### src/rtl/biset_regbank_pkg.sv
// biset_regbank_pkg: BiSet bus types, widths, CTRL bit positions and the command constructor
package biset_regbank_pkg;
  localparam int BISET_ADDR_W = 8;
  localparam int BISET_DATA_W = 16;
  typedef logic [BISET_ADDR_W-1:0] biSetAddr;
  typedef logic [BISET_DATA_W-1:0] biSetData;
  typedef biSetData biSetReply;
  localparam biSetAddr BISET_ADDR_MAX = '1;
  typedef struct packed {
    logic     en;
    logic     we;
    biSetAddr addr;
  } biSetCtrl;
  localparam int BISET_CTRL_COMMIT = 0;
  localparam int BISET_CTRL_ERRCLR = 1;
  localparam int BISET_STAT_ERR    = 0;
  localparam int BISET_STAT_DIRTY  = 1;
  function automatic biSetCtrl BiSetCtrl(input logic en, input logic we, input biSetAddr addr);
    BiSetCtrl = '{en: en, we: we, addr: addr};
  endfunction
endpackage

### src/rtl/biset_regbank_addr_decode.sv
// biset_addr_decode: classifies a BiSet address as cfg/status/CTRL/unmapped with a range-relative index
module biset_addr_decode import biset_regbank_pkg::*; #(
  parameter int       NREG      = 8,
  parameter int       NSTAT     = 4,
  parameter biSetAddr CTRL_ADDR = BISET_ADDR_MAX,
  parameter int       IDX_W     = 3
) (
  input  biSetAddr         addr,
  output logic             isCfg,
  output logic             isStat,
  output logic             isCtrl,
  output logic             isUnmapped,
  output logic [IDX_W-1:0] index
);
  // one extra bit so NREG+NSTAT equal to 2**BISET_ADDR_W cannot wrap
  localparam logic [BISET_ADDR_W:0] CFG_END  = (BISET_ADDR_W+1)'(NREG);
  localparam logic [BISET_ADDR_W:0] STAT_END = (BISET_ADDR_W+1)'(NREG + NSTAT);
  logic [BISET_ADDR_W:0] w_addr;
  always_comb begin
    w_addr     = {1'b0, addr};
    isCtrl     = addr == CTRL_ADDR;
    isCfg      = w_addr < CFG_END;
    isStat     = !isCfg && w_addr < STAT_END;
    isUnmapped = !(isCfg || isStat || isCtrl);
    index      = IDX_W'(isStat ? addr - biSetAddr'(NREG) : addr);
  end
endmodule

### src/rtl/biset_regbank.sv
// biset_regbank: BiSet target with NREG RW config regs, NSTAT RO status words and a CTRL register.
// Define BISET_REGBANK_SHADOW_EN to stage cfg writes in shadows applied by a CTRL commit.
module biset_regbank import biset_regbank_pkg::*; #(
  parameter int                  NREG      = 8,
  parameter int                  NSTAT     = 4,
  parameter biSetAddr            CTRL_ADDR = BISET_ADDR_MAX,
  parameter biSetData [NREG-1:0] RST_VAL   = '0
) (
  input  logic                 clk_i,
  input  logic                 rst_i,
  input  biSetCtrl             setCtrl_i,
  input  biSetData             setWrite_i,
  output biSetReply            setReply_o,
  output biSetData [NREG-1:0]  cfg_o,
  output logic [NREG-1:0]      cfgStrobe_o,
  input  biSetData [NSTAT-1:0] status_i
);
  localparam int MAXN  = NREG > NSTAT ? NREG : NSTAT;
  localparam int IDX_W = MAXN > 1 ? $clog2(MAXN) : 1;
  if ({1'b0, CTRL_ADDR} < (BISET_ADDR_W+1)'(NREG + NSTAT)) begin : g_ctrl_overlap
    $error("biset_regbank: CTRL_ADDR overlaps the cfg/status range");
  end
  logic                w_cfg, w_stat, w_ctrl, w_unmap;
  logic [IDX_W-1:0]    w_idx;
  logic                w_wr, w_rd, w_err_set, w_err_clr, w_dirty_any;
  logic [NREG-1:0]     w_wsel;
  biSetData            w_cfg_rd, w_stat_rd, w_ctrl_rd, w_rd_data;
  biSetData [NREG-1:0] w_rd_src;
  biSetData [NREG-1:0] r_cfg;
  logic [NREG-1:0]     r_strobe;
  biSetReply           r_reply;
  logic                r_err;
  biset_addr_decode #(
    .NREG(NREG), .NSTAT(NSTAT), .CTRL_ADDR(CTRL_ADDR), .IDX_W(IDX_W)
  ) u_dec (
    .addr(setCtrl_i.addr), .isCfg(w_cfg), .isStat(w_stat), .isCtrl(w_ctrl),
    .isUnmapped(w_unmap), .index(w_idx)
  );
`ifdef BISET_REGBANK_SHADOW_EN
  biSetData [NREG-1:0] r_shadow;
  logic [NREG-1:0]     r_dirty;
  logic                w_commit;
  assign w_commit    = w_wr && w_ctrl && setWrite_i[BISET_CTRL_COMMIT];
  assign w_dirty_any = |r_dirty;
  assign w_rd_src    = r_shadow;
  always_ff @(posedge clk_i or posedge rst_i) begin
    if (rst_i) begin
      r_shadow <= RST_VAL;
      r_dirty  <= '0;
      r_cfg    <= RST_VAL;
      r_strobe <= '0;
    end else begin
      r_strobe <= w_commit ? r_dirty : '0;
      r_dirty  <= w_commit ? '0 : r_dirty | w_wsel;
      for (int i = 0; i < NREG; i++) begin
        if (w_wsel[i]) r_shadow[i] <= setWrite_i;
        if (w_commit && r_dirty[i]) r_cfg[i] <= r_shadow[i];
      end
    end
  end
`else
  assign w_dirty_any = 1'b0;
  assign w_rd_src    = r_cfg;
  always_ff @(posedge clk_i or posedge rst_i) begin
    if (rst_i) begin
      r_cfg    <= RST_VAL;
      r_strobe <= '0;
    end else begin
      r_strobe <= w_wsel;
      for (int i = 0; i < NREG; i++)
        if (w_wsel[i]) r_cfg[i] <= setWrite_i;
    end
  end
`endif
  always_comb begin
    w_wr      = setCtrl_i.en && setCtrl_i.we;
    w_rd      = setCtrl_i.en && !setCtrl_i.we;
    w_err_set = setCtrl_i.en && (w_unmap || (w_wr && w_stat));
    w_err_clr = w_wr && w_ctrl && setWrite_i[BISET_CTRL_ERRCLR];
    w_wsel    = '0;
    w_cfg_rd  = '0;
    w_stat_rd = '0;
    for (int i = 0; i < NREG; i++) begin
      w_wsel[i] = w_wr && w_cfg && w_idx == IDX_W'(i);
      if (w_idx == IDX_W'(i)) w_cfg_rd = w_rd_src[i];
    end
    for (int j = 0; j < NSTAT; j++)
      if (w_idx == IDX_W'(j)) w_stat_rd = status_i[j];
    w_ctrl_rd                   = '0;
    w_ctrl_rd[BISET_STAT_ERR]   = r_err;
    w_ctrl_rd[BISET_STAT_DIRTY] = w_dirty_any;
    w_rd_data = w_cfg ? w_cfg_rd : w_stat ? w_stat_rd : w_ctrl ? w_ctrl_rd : '0;
  end
  always_ff @(posedge clk_i or posedge rst_i) begin
    if (rst_i) begin
      r_reply <= '0;
      r_err   <= 1'b0;
    end else begin
      if (w_rd) r_reply <= w_rd_data;
      r_err <= w_err_clr ? 1'b0 : w_err_set ? 1'b1 : r_err;
    end
  end
  assign setReply_o  = r_reply;
  assign cfg_o       = r_cfg;
  assign cfgStrobe_o = r_strobe;
endmodule

### config.mk
export PLATFORM = sky130hd
export DESIGN_NAME = biset_regbank
export DESIGN_NICKNAME = d
export VERILOG_FILES = /design/src/rtl/biset_regbank_pkg.sv /design/src/rtl/biset_regbank_addr_decode.sv /design/src/rtl/biset_regbank.sv
export SDC_FILE = /design/constraint.sdc
export NUM_CORES = 1
export LEC_CHECK = 0
export ABC_CLOCK_PERIOD_IN_PS = 16200
export CAP_MARGIN = 25
export CORE_MARGIN = 2
export CORE_UTILIZATION = 50
export CTS_CLUSTER_DIAMETER = 30
export DETAILED_ROUTE_END_ITERATION = 6
export PLACE_DENSITY_LB_ADDON = 0.25
export REMOVE_ABC_BUFFERS = 1
export SYNTH_ARGS = -nofsm -noshare
export SYNTH_HDL_FRONTEND = slang
export SYNTH_SLANG_ARGS = --single-unit
export TNS_END_PERCENT = 30
### constraint.sdc
create_clock -name clk_i -period 16.2 [get_ports clk_i]
set_input_delay 3.24 -clock clk_i [delete_from_list [all_inputs] [get_ports clk_i]]
set_output_delay 3.24 -clock clk_i [all_outputs]
set_load 0.1 [all_outputs]
# Yosys cells after proc, flatten, opt, wreduce, memory -nomap -nowiden
# Cells that the tools add are included.
[word_totals]
register_bits = 153
latchBits = 0
mem_bits_rw = 0
rom_bits = 0
in_bits = 92
out_inout_bits = 152
wordCells = 64
n_memories = 0
[op_classes]
n_addsub = 1
n_mul = 0
n_div = 0
n_lt_le_gt_ge = 2
eq_ne = 8
shift = 0
muxes = 18
n_bitwise = 0
reduce_logical = 24
[ops]
columns = ["cell", "n"]
rows = [
  ["$mux W16", 14],
  ["$logic_and A1 B1 Y1", 16],
  ["$lt A8 B4 Y1 const B", 2],
  ["$eq A3 B3 Y1 const B", 4],
  ["$eq A8 B8 Y1 const B", 1],
  ["$eq A3 B2 Y1 const B", 2],
  ["$eq A3 B1 Y1 const B", 1],
  ["$logic_not A1 Y1", 3],
  ["$logic_not A3 Y1", 1],
  ["$logic_or A1 B1 Y1", 3],
  ["$mux W1", 3],
  ["$mux W3", 1],
  ["$sub A3 B1 Y3 const B", 1],
  ["$reduce_bool A2 Y1", 1],
]

# Logic depth before layout (Yosys ltp)
[depth]
ltp_word = 14
mapped_depth = 8

# Modules after synthesis
# From an unflattened synthesis, not the netlist that was laid out.
[hier_totals]
cells_unflattened = 572
area_unflattened_um2 = 7519.7
[by_module_without_submodules]
columns = ["mod", "n_inst", "cells_per_inst", "area_per_inst_um2", "seq_area_each_um2"]
rows = [
  ["biset_regbank", 1, 561, 7438.4, 3828.7],
  ["biset_addr_decode", 1, 11, 81.3, 0.0],
]

# Worst setup path after synthesis
# No wires, ideal clock.
[synth_path]
path_type = "input port to flip-flop"
startpoint = "in setCtrl_i[6] in the netlist's numbering"
endpoint = "reg r_cfg (netlist bit cfg_o[114])"
arrival_ns = 4.684
slack_ns = 11.390
cell_stages = 6
path_cell_list = "nor4_4 nand2b_2 buf_4 nor3_4 buf_6 mux2_2"
[synth_between]
elab_chain_len = 6
word_cells_on_any_way = 8
classes_between = "order compare (2); eq/ne (1); mux (1); reduce/logical (4)"
[synth_rtl]
columns = ["item", "line", "text"]
rows = [
  ["start: declaration", "biset_regbank.sv:11", "input biSetCtrl setCtrl_i,"],
  ["$lt A8 B4 Y1", "biset_regbank_addr_decode.sv:22", "isCfg = w_addr < CFG_END;"],
  ["$logic_not A1 Y1", "biset_regbank_addr_decode.sv:23", "isStat = !isCfg && w_addr < STAT_END;"],
  ["$logic_and A1 B1 Y1", "biset_regbank_addr_decode.sv:23", ""],
  ["$mux W3", "biset_regbank_addr_decode.sv:25", "index = IDX_W'(isStat ? addr - biSetAddr'(NREG) : addr);"],
  ["$eq A3 B3 Y1", "biset_regbank.sv:84", "w_wsel[i] = w_wr && w_cfg && w_idx == IDX_W'(i);"],
  ["$logic_and A1 B1 Y1 *", "biset_regbank.sv:84", ""],
  ["net w_wsel[7]", "biset_regbank.sv:26", "logic [NREG-1:0] w_wsel;"],
  ["end signal: indexed assignment", "biset_regbank.sv:71", "if (w_wsel[i]) r_cfg[i] <= setWrite_i;"],
  ["end: declaration", "biset_regbank.sv:29", "biSetData [NREG-1:0] r_cfg;"],
]
# The timed path passes the listed nets; every way through them passes the cells marked *.
# A chain may end at the register's enable or synchronous reset.

# Worst setup path in the final report
[layout_path]
startpoint = "in setCtrl_i[0] in the netlist's numbering"
endpoint = "reg r_cfg (netlist bit cfg_o[122])"
[layout_between]
elab_chain_len = 6
word_cells_on_any_way = 9
classes_between = "add/sub (1); order compare (2); eq/ne (1); mux (1); reduce/logical (4)"
[layout_rtl]
columns = ["item", "line"]
rows = [
  ["$lt A8 B4 Y1", "biset_regbank_addr_decode.sv:22"],
  ["$logic_not A1 Y1", "biset_regbank_addr_decode.sv:23"],
  ["$logic_and A1 B1 Y1", "biset_regbank_addr_decode.sv:23"],
  ["$mux W3", "biset_regbank_addr_decode.sv:25"],
  ["$eq A3 B3 Y1", "biset_regbank.sv:84"],
  ["$logic_and A1 B1 Y1 *", "biset_regbank.sv:84"],
]
# Every way passes the cells marked *; elsewhere a longest branch is shown, timed or not.

==> metrics.md <==
| Metric | Value |
|---|---|
| Clock period minus worst slack | 5.96 ns |
| First-pass GRT wire length | 37,600 µm |
| Nets@finish | 940 |
| Critical path's top delay family | simple AND/OR/NAND/NOR gates |
| Via/cell ratio | 6.13 |
| Largest net degree at the start of global routing | 79 |
| Clock skew | 0.00642 ns |
| Delay of the slowest critical-path stage | 0.91 ns |
| Chip height | 127 µm |
| Clock Latency Late Sink | 0.43 ns |
| Initial DRC count | 623 |
| GPL Wtd Cong | 0.846 |
| Synth warn | 0 |
| Synth Area in XOR/XNOR | 0% |
| Hold Crit Class | reg2reg |
| # IOs | 244 |
| Final setup vio count | 0 |
| CP startpoint kind | primary input |
| Switching power | 0.298 mW |
| Clk pin slew, worst setup/hold paths | 0.06 ns |
| Synth unique cells | 50 |
| Final hold slack | 0.513 ns |
| FMAX | 0.168 GHz |
| Synth Register Bits | 153 |
| Post-Synth Adder-Cell Area | 0% |
| Cell Chain, Critical Path | buf_4 -> buf_4 -> nand3_1 -> nor3_4 -> mux2_2 |
| Number of global-route vias before repair | 6,505 |
| Vias post-DR | 6,440 |
| Drt wl/cell | 23.7 µm |
| Post-synthesis compound-gate area fraction | 14.1% |
| Pleak | 4.86 nW |
| Drt pass-1 iters | 5 |
| Arr. time, crit path | 6.26 ns |
| Die area | 0.0162 mm² |
| Initial antenna violation count | 1 |
| Worst-Margin Slew | 1.06 ns |
| Hpwl dp | 16,100 µm |
| Peak supply drop | 0.0701 mV |
| Ratio of cells with drive above 1 in the final layout | 23.1% |
| Max Cap Viol | 0 |
| Storage element area | 0.00383 mm² |
| Cell internal pwr | 0.706 mW |
| Worst Path Buf+Inv | 2 |
| Final hold viol count | 0 |
| Synth Area in Simple Gates | 7.07% |
| Clock power frac | 40.1% |
| Worst Hold Depth | 1 |
| CP Class | in2reg |
| Critical Path Sink Type | register |
| Post-CTS Hold Fix Bufs | 0 |
| Clock sinks | 153 |
| Crit-path max FO | 54 |
| Ys async rst share | 100% |
| Row count | 45 |
| Slew Limit Fails | 0 |
| Slowest CP cell | nor3_4 |
| Layout fillers | 1,026 |
| DRT antenna net count | 0 |
| Tot GR Track Use | 30.7% |
| PwrDens | 94.0 mW/mm² |
| Port buffer count | 243 |
| Mapped cell area | 0.00759 mm² |
| Post-CTS sizing | 0 |
| Syn Area/Cell | 12.2 µm² |
| Setup bufs post-CTS | 0 |
| Initial Util | 50.5% |
| Top_reg_cell synth | dfrtp_1 |
| Status | complete, no violations |
| Mux cell area share after synthesis | 24.7% |
| Relative slew slack | 29.2% |
| Sequential Power Share | 40.1% |
| Critical path depth | 5 |
| Total CTS buffers | 17 |
| Sequential element share of the synthesized area | 50.5% |
| Total Wirelength | 24,900 µm |
| Clock buffer depth | 2 |
| Clk root buf | clkbuf_16 |
| RSZ-0062 raised after global routing | no |
| Grt ovf | 0 |
| Core ar. | 0.0150 mm² |
| Tot Pwr | 1.00 mW |
| Main combinational cell family by area after synthesis | multiplexers |
| CP Data Required Time | 16.50 ns |
| Reg2reg path depth | 5 |
| CTS tree | yes |
| Synth-to-layout area growth | 40.9% |
| Gate power share | 19.8% |
| Multi-input gate area | 0.00348 mm² |
| Number of synthesized flops with an enable pin | 0 |
| Switching Share | 29.7% |
| Cell repeated most along the worst path | buf_4 |
| H-tree levels | 4 |
| Setup TNS | 0 ns |
| Tcrit/Tclk final | 36.8% |
| Cell count after synthesis | 620 |
| Residual DRC | 0 |
| Die extent in x | 127 µm |
==> cell usage after synthesis, types with 2 or more instances <==
cell type / instances / share of area, %
nand2b_1: 12 / 0.99
mux2i_1: 30 / 4.0
buf_2: 15 / 0.99
dfrtp_1: 153 / 50
buf_1: 2 / 0.099
buf_4: 3 / 0.30
o21ai_0: 41 / 2.7
a21o_1: 8 / 0.79
nand3_1: 3 / 0.20
nor3_1: 2 / 0.13
a21oi_1: 24 / 1.6
mux2_2: 136 / 20
a211o_1: 4 / 0.46
a22oi_1: 13 / 1.3
nor2b_1: 3 / 0.25
buf_6: 7 / 1.0
clkbuf_1: 14 / 0.69
nand3_4: 3 / 0.69
o2bb2a_1: 2 / 0.26
nor3_4: 3 / 0.64
o22ai_1: 12 / 0.99
o21a_1: 8 / 0.79
nor2_1: 14 / 0.69
o21bai_1: 4 / 0.40
inv_1: 11 / 0.54
or2_2: 8 / 0.66
mux4_2: 2 / 0.59
a2bb2oi_1: 8 / 0.92
o221ai_1: 21 / 2.4
and2_1: 2 / 0.16
a31oi_1: 3 / 0.25
o211ai_1: 5 / 0.49
nand2_1: 25 / 1.2
nand2_2: 3 / 0.25
==> metal layers <==
metal | part of all wire, % | GRT usage (%) | vias up | wire length [µm]
met2 | 50 | 50.6 | 306 | 12300
li1 | - | - | 2784 | -
met3 | 6.1 | 5.49 | 72 | 1530
met1 | 40 | 39.7 | 3278 | 10000
met5 | 0 | 0 | - | 0
met4 | 4.1 | 14.7 | 0 | 1010
==> through the flow <==
stage | utilization [%] | instances | cell area [µm²] | worst slack [ns]
after floorplan | - | 579 | 7350 | 8.84
after global placement | 66.9 | 1016 | 10100 | 9.94
after detailed placement | 66.9 | 1016 | 10100 | 9.86
after CTS | 70.9 | 1048 | 10700 | 10.27
after global routing | 71.1 | 1050 | 10700 | 10.10
final | 71.1 | 1050 | 10700 | 10.24
==> worst reg2reg max path: cells and delay by family, from the launching register on <==
kind	cells	cell delay [ns]
compound gates	3	0.70
flops	1	0.41
mux	1	0.29
simple gates	1	0.12
==> sequential cells by signal, indices dropped and copies added (netlist names) <==
register     flops
cfg_o          128
cfgStrobe_o      8
setReply_o      16
r_err            1
==> cell type report <==
type | count | share of cell area [%]
Tap cell | 188 | 2.20
Inverter | 11 | 0.433
Antenna cell | 1 | 0.0234
Clock buffer | 26 | 4.86
Timing Repair Buffer | 250 | 23.3
Clock inverter | 6 | 0.796
Sequential cell | 153 | 35.8
Multi-Input combinational cell | 415 | 32.6
==> cells in the final DEF, fill, tap and decap left out, types with 5 or more instances in the layout <==
| cell type | synthesis | layout |
|---|---|---|
| a21o_1 | 8 | 8 |
| a21oi_1 | 24 | 24 |
| a22oi_1 | 13 | 13 |
| a2bb2oi_1 | 8 | 8 |
| buf_4 | 3 | 7 |
| clkbuf_16 | 0 | 17 |
| clkbuf_8 | 0 | 6 |
| clkdlybuf4s50_1 | 0 | 240 |
| dfrtp_1 | 153 | 153 |
| inv_1 | 11 | 10 |
| mux2_2 | 136 | 136 |
| mux2i_1 | 30 | 30 |
| nand2_1 | 25 | 25 |
| nand2b_1 | 12 | 12 |
| nor2_1 | 14 | 14 |
| o211ai_1 | 5 | 5 |
| o21a_1 | 8 | 8 |
| o21ai_0 | 41 | 41 |
| o221ai_1 | 21 | 21 |
| o22ai_1 | 12 | 12 |
| or2_2 | 8 | 8 |
==> logic make-up after synthesis <==
group | count (synthesis)
buffers and inverters | 52
AO/OA/AOI/OAI | 159
AND/OR/NAND/NOR | 88
flip-flops | 153
multiplexers | 168
==> power by group through the flow <==
stage | Clock [mW] | Combinational, mW | Sequential [mW]
detailed placement | 0 | 0.196 | 0.409
finish | 0.403 | 0.199 | 0.403
global route | 0.421 | 0.207 | 0.404
CTS | 0.406 | 0.198 | 0.402
floorplan | 0 | 0.0421 | 0.488
global placement | 0 | 0.194 | 0.408
==> final timing paths <==
check	slack, ns	end	start
max in group asynchronous	11.79	cfg_o[41]$_DFFE_PP0P_	rst_i
hold / removal	0.51	setReply_o[0]$_DFFE_PP0P_	setReply_o[0]$_DFFE_PP0P_
hold reg to reg	0.51	setReply_o[0]$_DFFE_PP0P_	setReply_o[0]$_DFFE_PP0P_
min in group asynchronous	3.29	cfgStrobe_o[2]$_DFF_PP0_	rst_i
setup / recovery	10.24	cfg_o[122]$_DFFE_PP0P_	setCtrl_i[0]
setup reg to reg	14.59	setReply_o[15]$_DFFE_PP0P_	cfg_o[47]$_DFFE_PP0P_
Power figures use the tool's default switching activity.
